==> src/rtl/fpmul_arbiter.sv <==
// Round-robin scheduler sharing one fixed-latency FP multiplier among NUM_REQ requesters.
// A tag pipeline matched to the multiplier latency routes each product back to its requester.
module fpmul_arbiter #(
  parameter int NUM_REQ = 4,
  parameter int LAT     = 4,
  parameter int DW      = 32
) (
  input  logic                  clk,
  input  logic                  rstn,
  input  logic [NUM_REQ-1:0]    req,
  input  logic [NUM_REQ*DW-1:0] req_w,
  input  logic [NUM_REQ*DW-1:0] req_x,
  output logic [NUM_REQ-1:0]    gnt,
  output logic [DW-1:0]         mul_opa,
  output logic [DW-1:0]         mul_opb,
  output logic                  mul_start,
  input  logic [DW-1:0]         mul_result,
  output logic [NUM_REQ-1:0]    rsp_valid,
  output logic [DW-1:0]         rsp_data,
  output logic                  busy,
  output logic [31:0]           issue_count
);

  // Handshake: a requester holds req (and its operands) until it sees gnt in the same
  // cycle; gnt is the acceptance. rsp_valid is a one-cycle strobe with no backpressure.

  localparam int IW = (NUM_REQ > 1) ? $clog2(NUM_REQ) : 1;

  typedef struct packed {
    logic          valid;
    logic [IW-1:0] id;
  } tag_t;

  logic [IW-1:0]      ptr;
  logic [NUM_REQ-1:0] pending;
  logic [NUM_REQ-1:0] eligible;
  tag_t               tag_pipe [LAT+1];
  logic               grant_any;
  logic [IW-1:0]      grant_id;
  logic [DW-1:0]      sel_w;
  logic [DW-1:0]      sel_x;
  logic [NUM_REQ-1:0] rsp_onehot;

  assign eligible = req & ~pending;
  assign busy     = |pending;

  // Search order starts just after the last granted index.
  always_comb begin
    grant_any = 1'b0;
    grant_id  = '0;
    for (int off = 1; off <= NUM_REQ; off++) begin
      for (int i = 0; i < NUM_REQ; i++) begin
        if (rstn && !grant_any && eligible[i] && ((int'(ptr) + off) % NUM_REQ == i)) begin
          grant_any = 1'b1;
          grant_id  = IW'(i);
        end
      end
    end
  end

  always_comb begin
    gnt        = '0;
    rsp_onehot = '0;
    sel_w      = '0;
    sel_x      = '0;
    for (int i = 0; i < NUM_REQ; i++) begin
      gnt[i]        = grant_any && (grant_id == IW'(i));
      rsp_onehot[i] = tag_pipe[LAT].valid && (tag_pipe[LAT].id == IW'(i));
      if (grant_id == IW'(i)) begin
        sel_w = req_w[i*DW +: DW];
        sel_x = req_x[i*DW +: DW];
      end
    end
  end

  always_ff @(posedge clk) begin
    if (!rstn) begin
      ptr         <= IW'(NUM_REQ - 1);
      pending     <= '0;
      mul_opa     <= '0;
      mul_opb     <= '0;
      mul_start   <= 1'b0;
      rsp_valid   <= '0;
      rsp_data    <= '0;
      issue_count <= '0;
      for (int s = 0; s <= LAT; s++) begin
        tag_pipe[s] <= '0;
      end
    end else begin
      mul_start   <= grant_any;
      tag_pipe[0] <= {grant_any, grant_id};
      for (int s = 1; s <= LAT; s++) begin
        tag_pipe[s] <= tag_pipe[s-1];
      end
      if (grant_any) begin
        ptr         <= grant_id;
        mul_opa     <= sel_w;
        mul_opb     <= sel_x;
        issue_count <= issue_count + 32'd1;
      end
      // The final tag stage lines up with the cycle mul_result is valid.
      rsp_valid <= rsp_onehot;
      if (tag_pipe[LAT].valid) begin
        rsp_data <= mul_result;
      end
      pending <= (pending | gnt) & ~rsp_onehot;
    end
  end

endmodule

==> config.mk <==
export PLATFORM = sky130hd
export DESIGN_NAME = fpmul_arbiter
export DESIGN_NICKNAME = d
export VERILOG_FILES = /design/src/rtl/fpmul_arbiter.sv
export SDC_FILE = /design/constraint.sdc
export NUM_CORES = 1
export LEC_CHECK = 0
export ABC_AREA = 1
export CAP_MARGIN = 15
export CORE_AREA = 2 2 168 170
export CTS_CLUSTER_DIAMETER = 60
export DETAILED_ROUTE_END_ITERATION = 8
export DIE_AREA = 0 0 170 172
export PLACE_DENSITY_LB_ADDON = 0.1
export SKIP_CTS_REPAIR_TIMING = 1
export SYNTH_ARGS = -nofsm -noshare
export SYNTH_HDL_FRONTEND = slang
export SYNTH_SLANG_ARGS = --single-unit
==> constraint.sdc <==
create_clock -name clk -period 5.7 [get_ports clk]
set_clock_uncertainty 0.1 [all_clocks]
set_input_delay 1.71 -clock clk [delete_from_list [all_inputs] [get_ports clk]]
set_output_delay 1.71 -clock clk [all_outputs]
set_load 0.03 [all_outputs]
==> results of run 1 <==
==> power by group <==
part,internal (µW),leakage [µW],switching (µW)
Clock,594,0.000288,561
Sequential,1340,0.00126,125
Combinational,1540,0.00395,3020
==> final cells by class <==
cell class | instances | area [µm²]
flip-flops and latches | 153 | 3060
clock buffers | 17 | 425
multi-input cells | 984 | 4860
fillers | 2812 | 13700
repair buffers | 455 | 4510
well taps | 346 | 433
diodes | 2 | 5.00
inverters | 73 | 283
clock inverters | 15 | 179
==> worst paths after layout <==
path | startpoint | end
worst min-delay path | tag_pipe[0][9] | tag_pipe[0][12]
worst min register to register | tag_pipe[0][9] | tag_pipe[0][12]
worst max register to register | ptr[0] | issue_count[3]
worst max-delay path | rstn | gnt[0]
==> sequential cells by signal, indices dropped and copies added (netlist names) <==
register / cells
issue_count: 32
mul_opa: 32
mul_opb: 32
pending: 4
ptr: 2
rsp_data: 32
rsp_valid: 4
tag_pipe: 15
==> per-stage QoR <==
step	utilization [%]	TNS [ns]
after floorplan	-	0
final	50.1	0
after global routing	50.1	0
after detailed placement	47.5	-0.0367
after CTS	49.7	-0.0604
after global placement	47.5	0
==> placed cells by master (no fill, tap or decap), drive strengths merged <==
| master | netlist | routed |
|---|---|---|
| nor3b | 2 | 2 |
| clkinv | 1 | 8 |
| nand3 | 126 | 126 |
| a22oi | 1 | 1 |
| o211ai | 1 | 1 |
| or4 | 1 | 1 |
| a31oi | 1 | 1 |
| clkinvlp | 0 | 2 |
| dfxtp | 153 | 153 |
| xor2 | 20 | 20 |
| xnor2 | 6 | 6 |
| nand4 | 189 | 189 |
| diode | 0 | 2 |
| ha | 1 | 1 |
| clkbuf | 36 | 17 |
| dlymetal6s2s | 0 | 4 |
| nand2 | 228 | 228 |
| nor4 | 10 | 10 |
| nor3 | 28 | 28 |
| buf | 79 | 29 |
| clkdlybuf4s50 | 0 | 422 |
| nand3b | 12 | 12 |
| nor2 | 225 | 225 |
| o21ai | 102 | 102 |
| inv | 72 | 78 |
| a21oi | 31 | 31 |
==> worst min-delay path, stage by stage, from the launching register on <==
cell and delay (ns):
dfxtp_1 0.31, nand2_1 0.04, inv_1 0.04
==> per-layer routing <==
layer	global-route usage [%]	vias to the layer above
met5	0	-
met4	7.21	4
met3	5.79	43
met2	39.6	367
met1	28.7	4794
li1	-	5257
==> kinds of logic after synthesis <==
kind of cell	Yosys count	synth area share (%)
buf+inv	188	9.74
flops	153	35.2
compound gates	136	7.88
xor+xnor	26	2.61
simple gates	821	44.5
fa+ha+maj	1	0.144
==> impl_metrics.toml, run 1 <==
[placed_design]
pre_cts_ws_ns = -0.0305
io_buffers = 431
place_congestion = 0.845
dpl_cell_area_um2 = 13100
dp.cells = 2006
place_hpwl_um = 24900

[cells_and_area]
stdcell_area_um2 = 13800
layout.nets = 1979
area_growth_pct = 57.8
drive_above_1_share_pct = 5.07
finalNonFillerCells = 2045

[detailed_routing]
vias = 10500
antenna_left = 0
viasPerCell = 5.12
met2_wirelength_um = 17200
drt_iter0_drc = 645
routed_wirelength_um = 35500
wl_per_cell_um = 17.4
wl_met3_um = 2440
drc = 0
top_layer = "met5"
drt-met1-wl_um = 15100
drt_pass1_iterations = 5

[critical_path]
slowest_stage = "nor3_4"
rrSetupSlack_ns = 1.88
cp_max_fo = 9
cp_cell_sequence = "buf_4, inv_4, nor2_1, nand3_2, nand2_2, nor2_2, nand4_1, nor2_1, nand4_2, nor2_2, nand4_1, buf_4, nand3b_4, inv_4, nor3_4, buf_6"
worstSetupPathType = "input port to primary output"
arrival_ns = 3.71
cpLargestDelayFamily = "simple AND/OR/NAND/NOR gates"
worstSetupEndpointType = "primary output"
critical_path_depth = 16
cp-start-kind = "input port"
worst_path_largest_cell_delay_ns = 0.21
r2r_cells = 16
crit_required_ns = 3.89
path_buf_inv = 5

[synth]
asyncSetResetFlopFracSynth_pct = 0
synth_cell_types = 33
synth_area_leaders = "dfxtp_1 35%, nand4_1 13%, nand2_1 9.7%, nor2_1 9.6%, nand3_1 7.2%"
yosysTopAreaCell = "dfxtp_1"
synth-main-ff-cell = "dfxtp_1"
synth_area_um2 = 8710
synth_common_cells = "225 x nand2_1, 222 x nor2_1, 187 x nand4_1"
postSynthAreaPerCell_um2 = 6.58
ys_ff_latch = 153
netlist_instances = 1325
yosysWarnings = 0
ys_seq_area_share_pct = 35.2
synth_top_area_share_pct = 35.2
synth_nets = 1620
synth-edff-count = 0
synth_most_common_cell = "nand2_1"

[grt]
grt_pass1_wl_um = 52800
grt-ovfl-total = 0
grt_start_max_net_pins = 115
grt_pass1_vias = 9331
grt_usage_pct = 23.1
antenna_found_initial = 4

[floorplanning]
io_pins = 432
chipWidth_um = 170
start_util_pct = 31.7
die_area_um2 = 29200
dieHeight_um = 172
std_cell_rows = 61
core-area_um2 = 27500

[pwr]
p_leak_uw = 0.00549
total_power_uw = 7180
vdd_drop_max_mv = 0.386
powerDensity_nw_per_um2 = 522

[timing]
hold_violations = 0
relSlewSlack_pct = 23.8
slew_viol_final = 0
worst_slew_pin_slew_ns = 1.14
setup_slack_ns = 0.177
post-route-period-util_pct = 96.9
setup_viol = 0
rsz0062_at_grt = "false"
whs_ns = 0.315
clock.fmax_mhz = 181
finalCriticalPeriod_ns = 5.52

[clocking]
clock-sinks = 153
cts-buffers-inserted = 17
cts_tree = "yes"
clock-root-buffer = "clkbuf_16"
clk-insertion-delay-late_ns = 0.43
clockBufferDepth = 2
cts-htree-levels = 4
cts.clk_slew.worst_paths_ns = 0.07

[worst_hold_path]
hp-class = "register to register"
hold_depth = 2

[flow_run]
maxCapViolCount = 0

[outcome]
status = "finished clean"
No activity file was read; power rests on OpenSTA's default activity.
==> run 2, diff against run 1 <==
- CORE_AREA: 2 2 168 170 -> unset
- CORE_MARGIN: unset -> 2
- CORE_UTILIZATION: unset -> 30
- DIE_AREA: 0 0 170 172 -> unset
- clock period: 5.7 -> 6.4 ns (I/O delays scaled with it)
==> impl_metrics.toml, run 2 (same netlist as run 1, synthesis figures left out) <==
[critical_path]
rrSetupSlack_ns = 2.62
arrival_ns = 4.12
worstSetupPathType = "input port to primary output"
cp_max_fo = 4
crit_required_ns = 4.38
worstSetupEndpointType = "primary output"
cp-start-kind = "input port"

[clocking]
cts-htree-levels = 4
cts_tree = "yes"
clk-insertion-delay-late_ns = 0.44
clockBufferDepth = 2
cts.clk_slew.worst_paths_ns = 0.06
clock-root-buffer = "clkbuf_16"
clock-sinks = 153
cts-buffers-inserted = 17

[timing]
setup_slack_ns = 0.256
worst_slew_pin_slew_ns = 1.00
fin_setup_tns_ns = 0
setup_viol = 0
relSlewSlack_pct = 33.4
clock.fmax_mhz = 163
rsz0062_at_grt = "false"
finalCriticalPeriod_ns = 6.14
hold_violations = 0
slew_viol_final = 0
post-route-period-util_pct = 96.0

[cells_and_area]
final_cell_mix = "426 x clkdlybuf4s50_1, 224 x nand2_1, 222 x nor2_1"
layout.nets = 1972
area_growth_pct = 58.0
nFillCells = 2893
mostFrequentLayoutCell = "clkdlybuf4s50_1"
drive_above_1_share_pct = 4.14
finalNonFillerCells = 2076
finalCoreUtilization_pct = 48.1

[pwr]
p_comb_share_pct = 62.1
vdd_drop_max_mv = 0.398
p_seq_share_pct = 20.2
p_leak_uw = 0.00545
powerDensity_nw_per_um2 = 468
sw_frac_of_total_pct = 50.3
clockPowerShare_pct = 17.7
switching_power_uw = 3240
internal-power_uw = 3200

[grt]
grt_pass1_vias = 9786
antenna_found_initial = 5
grt_usage_pct = 23.0
grt_pass1_wl_um = 55000
grt_start_max_net_pins = 100
grt-ovfl-total = 0

[floorplanning]
io_pins = 432
std_cell_rows = 62
start_util_pct = 30.4
die_area_um2 = 30400
core-area_um2 = 28600
dieHeight_um = 174
chipWidth_um = 174

[detailed_routing]
antenna_left = 0
drt_pass1_iterations = 5
drc = 0
routed_wirelength_um = 36100
drt_iter0_drc = 564
viasPerCell = 5.04
vias = 10500
wl_per_cell_um = 17.4

[flow_run]
maxCapViolCount = 0

[worst_hold_path]
hp-class = "register to register"

[placed_design]
dp.cells = 2041
io_buffers = 431
place_congestion = 0.852
pre_cts_ws_ns = 0.295
place_hpwl_um = 25300

[outcome]
status = "finished clean"
==> run 2: cell type report <==
| class | count | area [µm²] | share of cell area (%) |
|---|---|---|---|
| multi-input cells | 984 | 4830 | 35.1 |
| repair buffers | 448 | 4460 | 32.4 |
| well taps | 384 | 480 | 3.49 |
| clock buffers | 19 | 443 | 3.22 |
| flip-flops and latches | 153 | 3060 | 22.3 |
| inverters | 73 | 279 | 2.03 |
| clock inverters | 13 | 205 | 1.49 |
| diodes | 2 | 5.00 | 0.0364 |
==> run 2: power by group through the flow <==
stage	logic, µW	clock network, µW	registers (µW)
floorplan	2470	0	1660
global placement	4000	0	1320
detailed placement	4030	0	1320
CTS	4040	1180	1300
global route	4440	1210	1330
finish	4000	1140	1300
==> run 2: stage by stage <==
stage	instance area (µm²)	power (µW)	hold slack (ns)
CTS	13700	6520	0.311
detailed placement	13100	5350	0.296
global placement	13100	5320	0.292
finish	13800	6440	0.309
global route	13800	6980	0.341
floorplan	8710	4130	0.290
==> run 2: per-layer routing <==
| metal | vias to the layer above | wire [µm] | GRT usage (%) |
|---|---|---|---|
| li1 | 5250 | - | - |
| met1 | 4793 | 14400 | 26.6 |
| met2 | 364 | 17900 | 39.9 |
| met3 | 50 | 2970 | 7.52 |
| met4 | 8 | 777 | 7.56 |
| met5 | - | 50 | 0 |
==> run 2: critical path, stage by stage <==
cell	delay [ns]
clkdlybuf4s50_1	0.40
nand2_1	0.07
nor2_1	0.06
nand2_1	0.09
nand2_1	0.09
nor2_2	0.10
nand4_1	0.14
nor2_1	0.14
nand4_2	0.16
nor2_2	0.14
nand4_1	0.17
nand2_2	0.15
inv_4	0.05
nor2_1	0.22
buf_4	0.21
==> run 2: path summary, 6_finish.rpt <==
path              depth (start not counted)             end           start
setup / recovery                         15          gnt[2]          req[3]
hold / removal                            2  tag_pipe[0][6]  tag_pipe[0][3]
setup reg to reg                         16      mul_opa[0]          ptr[1]
hold reg to reg                           2  tag_pipe[0][6]  tag_pipe[0][3]
==> run 3, diff against run 2 <==
- RECOVER_POWER: unset -> 25
- SLEW_MARGIN: unset -> 20
==> impl_metrics.toml, run 3 (same netlist as run 1, synthesis figures left out) <==
[placed_design]
place_congestion = 0.852
place_hpwl_um = 25300
io_buffers = 431
pre_cts_ws_ns = 0.295

[detailed_routing]
drt_iter0_drc = 588
drt_pass1_iterations = 5
drc = 0
antenna_left = 0
wl_per_cell_um = 17.4
routed_wirelength_um = 36200
viasPerCell = 5.00
vias = 10400

[grt]
grt-ovfl-total = 0
grt_pass1_wl_um = 55000
grt_start_max_net_pins = 100
antenna_found_initial = 5
grt_usage_pct = 23.0
grt_pass1_vias = 9786

[cells_and_area]
final_cell_mix = "402 x clkdlybuf4s50_1, 224 x nand2_1, 222 x nor2_1"
area_growth_pct = 57.6
drive_above_1_share_pct = 4.14
mostFrequentLayoutCell = "clkdlybuf4s50_1"
nFillCells = 2896
layout.nets = 1971

[critical_path]
rrSetupSlack_ns = 2.60
r2r-start = "ptr[1]"
cp_max_fo = 4
r2r-end = "mul_opa[0]"
crit_path_end = "gnt[1]"
crit_start = "req[3]"
arrival_ns = 4.11
cp-start-kind = "input port"
worstSetupPathType = "input port to primary output"
r2r_cells = 16
worstSetupEndpointType = "primary output"
crit_required_ns = 4.38

[floorplanning]
chipWidth_um = 174
die_area_um2 = 30400
std_cell_rows = 62
io_pins = 432
start_util_pct = 30.4
dieHeight_um = 174
core-area_um2 = 28600

[clocking]
clock-sinks = 153
clk-insertion-delay-late_ns = 0.44
clockBufferDepth = 2
cts.clk_slew.worst_paths_ns = 0.06
cts_tree = "yes"
cts-buffers-inserted = 17
cts-htree-levels = 4
clock-root-buffer = "clkbuf_16"

[timing]
slew_viol_final = 100
clock.fmax_mhz = 163
fin_setup_tns_ns = 0
rsz0062_at_grt = "false"
setup_slack_ns = 0.266
post-route-period-util_pct = 95.8
hold_violations = 0
whs_ns = 0.309
worst_slew_pin_slew_ns = 1.95
setup_viol = 0
relSlewSlack_pct = -29.8
finalCriticalPeriod_ns = 6.13

[pwr]
powerDensity_nw_per_um2 = 469
p_leak_uw = 0.00551
vdd_drop_max_mv = 0.401

[worst_hold_path]
hold_start = "tag_pipe[0][3]"
hp-class = "register to register"

[outcome]
status = "complete, but fails checks"
violations = "max-capacitance violations, max-slew violations"

[flow_run]
maxCapViolCount = 1
run 3: per-layer routing:
layer	GRT usage (%)	wire length, µm
met1	26.6	14700
met2	39.9	17800
met3	7.52	2860
met4	7.56	778
met5	0	50
run 3: final cells by class:
cell class,instances,area (µm²),share of cell area (%)
multi-input cells,984,4830,35.2
repair buffers,447,4430,32.2
flip-flops and latches,153,3060,22.3
well taps,384,480,3.50
clock buffers,19,443,3.23
inverters,73,279,2.03
clock inverters,13,205,1.49
diodes,2,5.00,0.0364
run 3: report_power, final:
part	switching (µW)	internal (µW)	total, µW	leakage [µW]
combinational	2660	1330	3990	0.00394
sequential	112	1190	1300	0.00126
clock	467	678	1150	0.000315
total	3240	3190	6440	0.00551
run 3: through the flow:
step                      area, µm²  util [%]  cells  power [µW]
after detailed placement      13100      45.7   2041        5350
after global placement        13100      45.7   2041        5320
after floorplan                8710         -   1325        4130
after global routing          13700      48.0   2074        6970
after CTS                     13700      48.0   2073        6520
final                         13700      48.0   2075        6440
run 3: worst max-delay path, stage by stage:
cell	delay, ns
clkdlybuf4s50_1	0.40
nand2_1	0.07
nor2_1	0.06
nand2_1	0.08
nand2_1	0.10
nor2_2	0.11
nand4_1	0.14
nor2_1	0.14
nand4_2	0.16
nor2_2	0.14
nand4_1	0.18
nand2_2	0.15
inv_4	0.05
nand2_4	0.07
inv_1	0.06
nand2_1	0.06
inv_1	0.06
buf_4	0.17
run 3: how the worst min path moves through the flow:
stage	endpoint	slack, ns	cells past startpoint
2_1_floorplan	tag_pipe[0][10]	0.29	2
3_3_place_gp	tag_pipe[0][4]	0.29	2
3_5_place_dp	tag_pipe[0][6]	0.30	2
4_1_cts	tag_pipe[0][6]	0.31	2
5_1_grt	tag_pipe[0][8]	0.34	2
6_report	tag_pipe[0][6]	0.31	2
